File: config.mk
export PLATFORM = sky130hd
export DESIGN_NAME = ram_4w16b
export DESIGN_NICKNAME = d
export VERILOG_FILES = /design/src/rtl/ram_4w16b.sv
export SDC_FILE = /design/constraint.sdc
export NUM_CORES = 1
export LEC_CHECK = 0
export ABC_AREA = 1
export CAP_MARGIN = 15
export CELL_PAD_IN_SITES_DETAIL_PLACEMENT = 0
export CELL_PAD_IN_SITES_GLOBAL_PLACEMENT = 1
export CORE_ASPECT_RATIO = 1.2
export CORE_MARGIN = 10
export CORE_UTILIZATION = 33
export DETAILED_ROUTE_END_ITERATION = 7
export HOLD_SLACK_MARGIN = 0.02
export PLACE_DENSITY = 0.79
export SLEW_MARGIN = 20
export SYNTH_ARGS = -nofsm -noshare
export SYNTH_HDL_FRONTEND = slang
export SYNTH_SLANG_ARGS = --single-unit
File: constraint.sdc
create_clock -name clk -period 1.4 [get_ports clk]
set_input_delay 0.28 -clock clk [delete_from_list [all_inputs] [get_ports clk]]
set_output_delay 0.28 -clock clk [all_outputs]
set_load 0.01 [all_outputs]
File: src/rtl/ram_4w16b.sv
// 4-word x WIDTH-bit register-file RAM: synchronous write, combinational read on a shared address.
// Optional RAM_4W16B_WRITE_THROUGH_EN forwards pending write data straight to out.
module ram_4w16b #(
    parameter int WIDTH  = 16,
    parameter int ADDR_W = 2
) (
    input  logic              clk,
    input  logic              rst,
    input  logic [WIDTH-1:0]  in,
    input  logic [ADDR_W-1:0] addr,
    input  logic              load,
    output logic [WIDTH-1:0]  out
);

    localparam int DEPTH = 1 << ADDR_W;

    logic [DEPTH-1:0] word_sel;
    logic [WIDTH-1:0] rd_words [DEPTH];
    logic [WIDTH-1:0] rd_data;

    // One register per word; each word only loads when it is the decoded target.
    generate
        for (genvar gi = 0; gi < DEPTH; gi++) begin : g_word
            logic [WIDTH-1:0] word_q;
            logic [WIDTH-1:0] word_d;

            assign word_sel[gi] = (addr == ADDR_W'(gi));

            always_comb begin
                word_d = word_q;
                if (load && word_sel[gi]) begin
                    word_d = in;
                end
            end

            always_ff @(posedge clk) begin
                if (rst) begin
                    word_q <= '0;
                end else begin
                    word_q <= word_d;
                end
            end

            assign rd_words[gi] = word_q;
        end
    endgenerate

    assign rd_data = rd_words[addr];

`ifdef RAM_4W16B_WRITE_THROUGH_EN
    assign out = (load && !rst) ? in : rd_data;
`else
    assign out = rd_data;
`endif

endmodule

==> flow_metrics.tcl <==
set metrics [dict create \
    core.rowCount 39 \
    final-setup-viol-count 10 \
    r2r-end "g_word[2].word_q[8]$_SDFFE_PP0P_" \
    report.final.slew_viol_count 0 \
    synthesis.instances 505 \
    number_of_nets_produced_by_synthesis 526 \
    reg2reg_depth 4 \
    fill_cell_total_of_the_finished_layout 1000 \
    timing.critical_path.from_type "primary input" \
    final_worst_clock_skew_ps 0 \
    postSynthAreaPerCell_sq_um 6.38 \
    tightest_slew_ps 309 \
    drt-initial-drc-count 178 \
    finish.instance_area_sq_um 4240 \
    clk_latency_ps 330 \
    fmax_ghz 0.697 \
    drt_total_wl_mm 9.01 \
    cp_data_required_time_ps 1120 \
    timing.critical_path.fanout_max 6 \
    whs_path_depth 2 \
    violations_in_the_final_reports "setup timing" \
    rrSetupSlack_ps 750 \
    final_cell_mix "sky130_fd_sc_hd__nand2_1, sky130_fd_sc_hd__nor2_1, sky130_fd_sc_hd__nand3_1, sky130_fd_sc_hd__inv_1, sky130_fd_sc_hd__dfxtp_1" \
    final_cycle_utilization_of_the_critical_path_pct 102 \
    ir_worst_vdd_mv 0.515 \
    detailedPlacementHpwl_mm 5.58 \
    largest_register "g_word.word_q" \
    avgRoutedWirePerCell_microns 13.1 \
    finalCoreUtilization_pct 44.5 \
    metal2_wl_mm 4.36 \
    multi_input_logic_area_sq_um 1500 \
    drv.max_cap_violation_count 0 \
    globalRouteTotalUtil_pct 13.7 \
    arrival_ps 1150 \
    largest_register_ffs 64 \
    timing.max_slew.rel_slack_pct 79.4 \
    share_of_post_route_cells_with_drive_strength_above_1_pct 16.5 \
    hold-path-endpoint "g_word[0].word_q[7]$_SDFFE_PP0P_" \
    met1Wirelength_mm 3.93 \
    clockBufferDepth 2 \
    tritoncts.num_buffers 9 \
    place_congestion 0.760 \
    htreeDepth 3 \
    largest_net_degree_at_the_start_of_global_routing 65 \
    grt_overflow_total 0 \
    path_class "primary input to output pin" \
    layout_commonest_cell "sky130_fd_sc_hd__nand2_1" \
    final-hold-violation-count 0 \
    finish.net_count 579 \
    synth-seq-cells 64 \
    finalWorstSetupSlack_ps -34.9 \
    status "complete, but fails checks" \
    critPathCaptureType "output pin" \
    portBuffers 36 \
    die_area_sq_um 14100 \
    detailedPlace.worstSlack_ps -846 \
    dpl-instance-area_sq_um 3870 \
    ys_types 18 \
    avgViaCountPerCell 4.60 \
    antenna_found_initial 0 \
    boundaryPins 37 \
    vias 3155 \
    grt_setup_unrepaired "yes" \
    die_width_microns 110 \
    regToRegStartpoint "g_word[2].word_q[8]$_SDFFE_PP0P_" \
    biggestRegsByFlops "g_word.word_q: 64 flops" \
    core-area_sq_um 9520 \
    grt_pass1_vias 3096 \
    dr_pass1_iterations 4 \
    ys_seq_area_share_pct 39.8 \
    met3_length_microns 551 \
    cellPowerDensity_nw_per_um2 1120 \
    wire_length_of_the_first_global_routing_pass_mm 15.2 \
    leakagePower_uw 0.00215 \
    remaining_drc_errors 0 \
    seqCellArea_sq_um 1280 \
    chipHeight_microns 128 \
    finalWorstPathRequiredPeriod_ps 1430 \
    timing.hold.worst.class "flip-flop to flip-flop" \
    drtAntennaViolNets 0 \
    timing.hold.worst.start "g_word[0].word_q[7]$_SDFFE_PP0P_" \
    hold-worst-slack_ps 484 \
    n_antenna_cell 0 \
    synthToLayoutAreaGrowth_pct 31.5 \
    clkTransAtPathRegs_ps 50 \
    hold_fix_buffers_at_cts 0 \
    yosys_warnings 0 \
    cts.root.buffer_cell "sky130_fd_sc_hd__clkbuf_16" \
    cts.sink_count 64 \
    post_synth_instance_area_sq_um 3220 \
    initial_utilization_pct 33.9 \
    dpl.cell_count 661 \
    tritoncts "done" \
    route.top_layer_used "met4" \
    post_layout_nonfiller_instances 686 \
]
## cell type report
cell class | instances | share of cell area [%]
inverters | 67 | 6.23
well taps | 123 | 3.63
clock inverters | 6 | 0.827
flip-flops and latches | 64 | 30.2
multi-input cells | 340 | 35.4
repair buffers | 76 | 18.1
clock buffers | 10 | 5.64
## Yosys cell counts
cell type | count | area share (%)
sky130_fd_sc_hd__a21oi_1 | 12 | 1.9
sky130_fd_sc_hd__a21oi_2 | 4 | 1.1
sky130_fd_sc_hd__buf_1 | 1 | 0.12
sky130_fd_sc_hd__buf_2 | 13 | 2.0
sky130_fd_sc_hd__buf_4 | 2 | 0.47
sky130_fd_sc_hd__buf_6 | 8 | 2.8
sky130_fd_sc_hd__clkbuf_1 | 10 | 1.2
sky130_fd_sc_hd__dfxtp_1 | 64 | 40
sky130_fd_sc_hd__inv_1 | 64 | 7.5
sky130_fd_sc_hd__inv_2 | 1 | 0.12
sky130_fd_sc_hd__inv_4 | 2 | 0.39
sky130_fd_sc_hd__nand2_1 | 128 | 15
sky130_fd_sc_hd__nand3_1 | 64 | 9.9
sky130_fd_sc_hd__nand3_2 | 1 | 0.31
sky130_fd_sc_hd__nand3_4 | 2 | 1.1
sky130_fd_sc_hd__nand4_1 | 16 | 3.1
sky130_fd_sc_hd__nor2_1 | 112 | 13
sky130_fd_sc_hd__nor2_4 | 1 | 0.35
## per-layer routing
layer | up-vias | global-route usage [%]
met5 | - | 0
met4 | 0 | 6.13
met3 | 14 | 3.72
met2 | 72 | 23.1
met1 | 1417 | 15.6
li1 | 1652 | -
## power breakdown
part           internal (uW)  switching (uW)  leakage (uW)
Sequential              1920            52.3      0.000524
Clock                   1230             833      0.000134
Combinational            315             382       0.00149
Total                   3470            1270       0.00215
## metrics by stage
step                TNS (ps)  total power (uW)
global placement      -29440              2660
global route            -718              4950
finish                  -228              4730
floorplan                  0              2380
detailed placement    -30670              2680
CTS                     -502              4770
## critical path, cell delays in order
cell                      delay [ps]
sky130_fd_sc_hd__buf_8           100
sky130_fd_sc_hd__buf_12          130
sky130_fd_sc_hd__nor2_4          120
sky130_fd_sc_hd__buf_6           130
sky130_fd_sc_hd__buf_12          120
sky130_fd_sc_hd__nand2_4          40
sky130_fd_sc_hd__nand4_1          80
sky130_fd_sc_hd__buf_2           140
## cell families (layout without fill, tap and decap cells)
group / Yosys count / count (layout) / share of synthesized area (%)
compound gates: 16 / 16 / 2.95
buf+inv: 101 / 159 / 14.5
flops: 64 / 64 / 39.8
simple gates: 324 / 324 / 42.8
## worst max-delay path by stage
stage | from | end | slack, ps | cells after the start
after global placement | addr[0] | out[14] | -840 | 6
after global routing | addr[1] | out[8] | -90 | 8
after CTS | addr[1] | out[8] | -40 | 8
after floorplan | addr[0] | out[0] | 180 | 6
final | addr[1] | out[8] | -30 | 8
after detailed placement | addr[0] | out[8] | -850 | 6
## timing repair
item	CTS	global route
endpoints found under the hold margin	0	0
setup endpoints to repair	27	16
buffers inserted	7	0
cloned	3	0
pin swaps	1	2
resized for setup	89	6
Power figures use the tool's default switching activity.
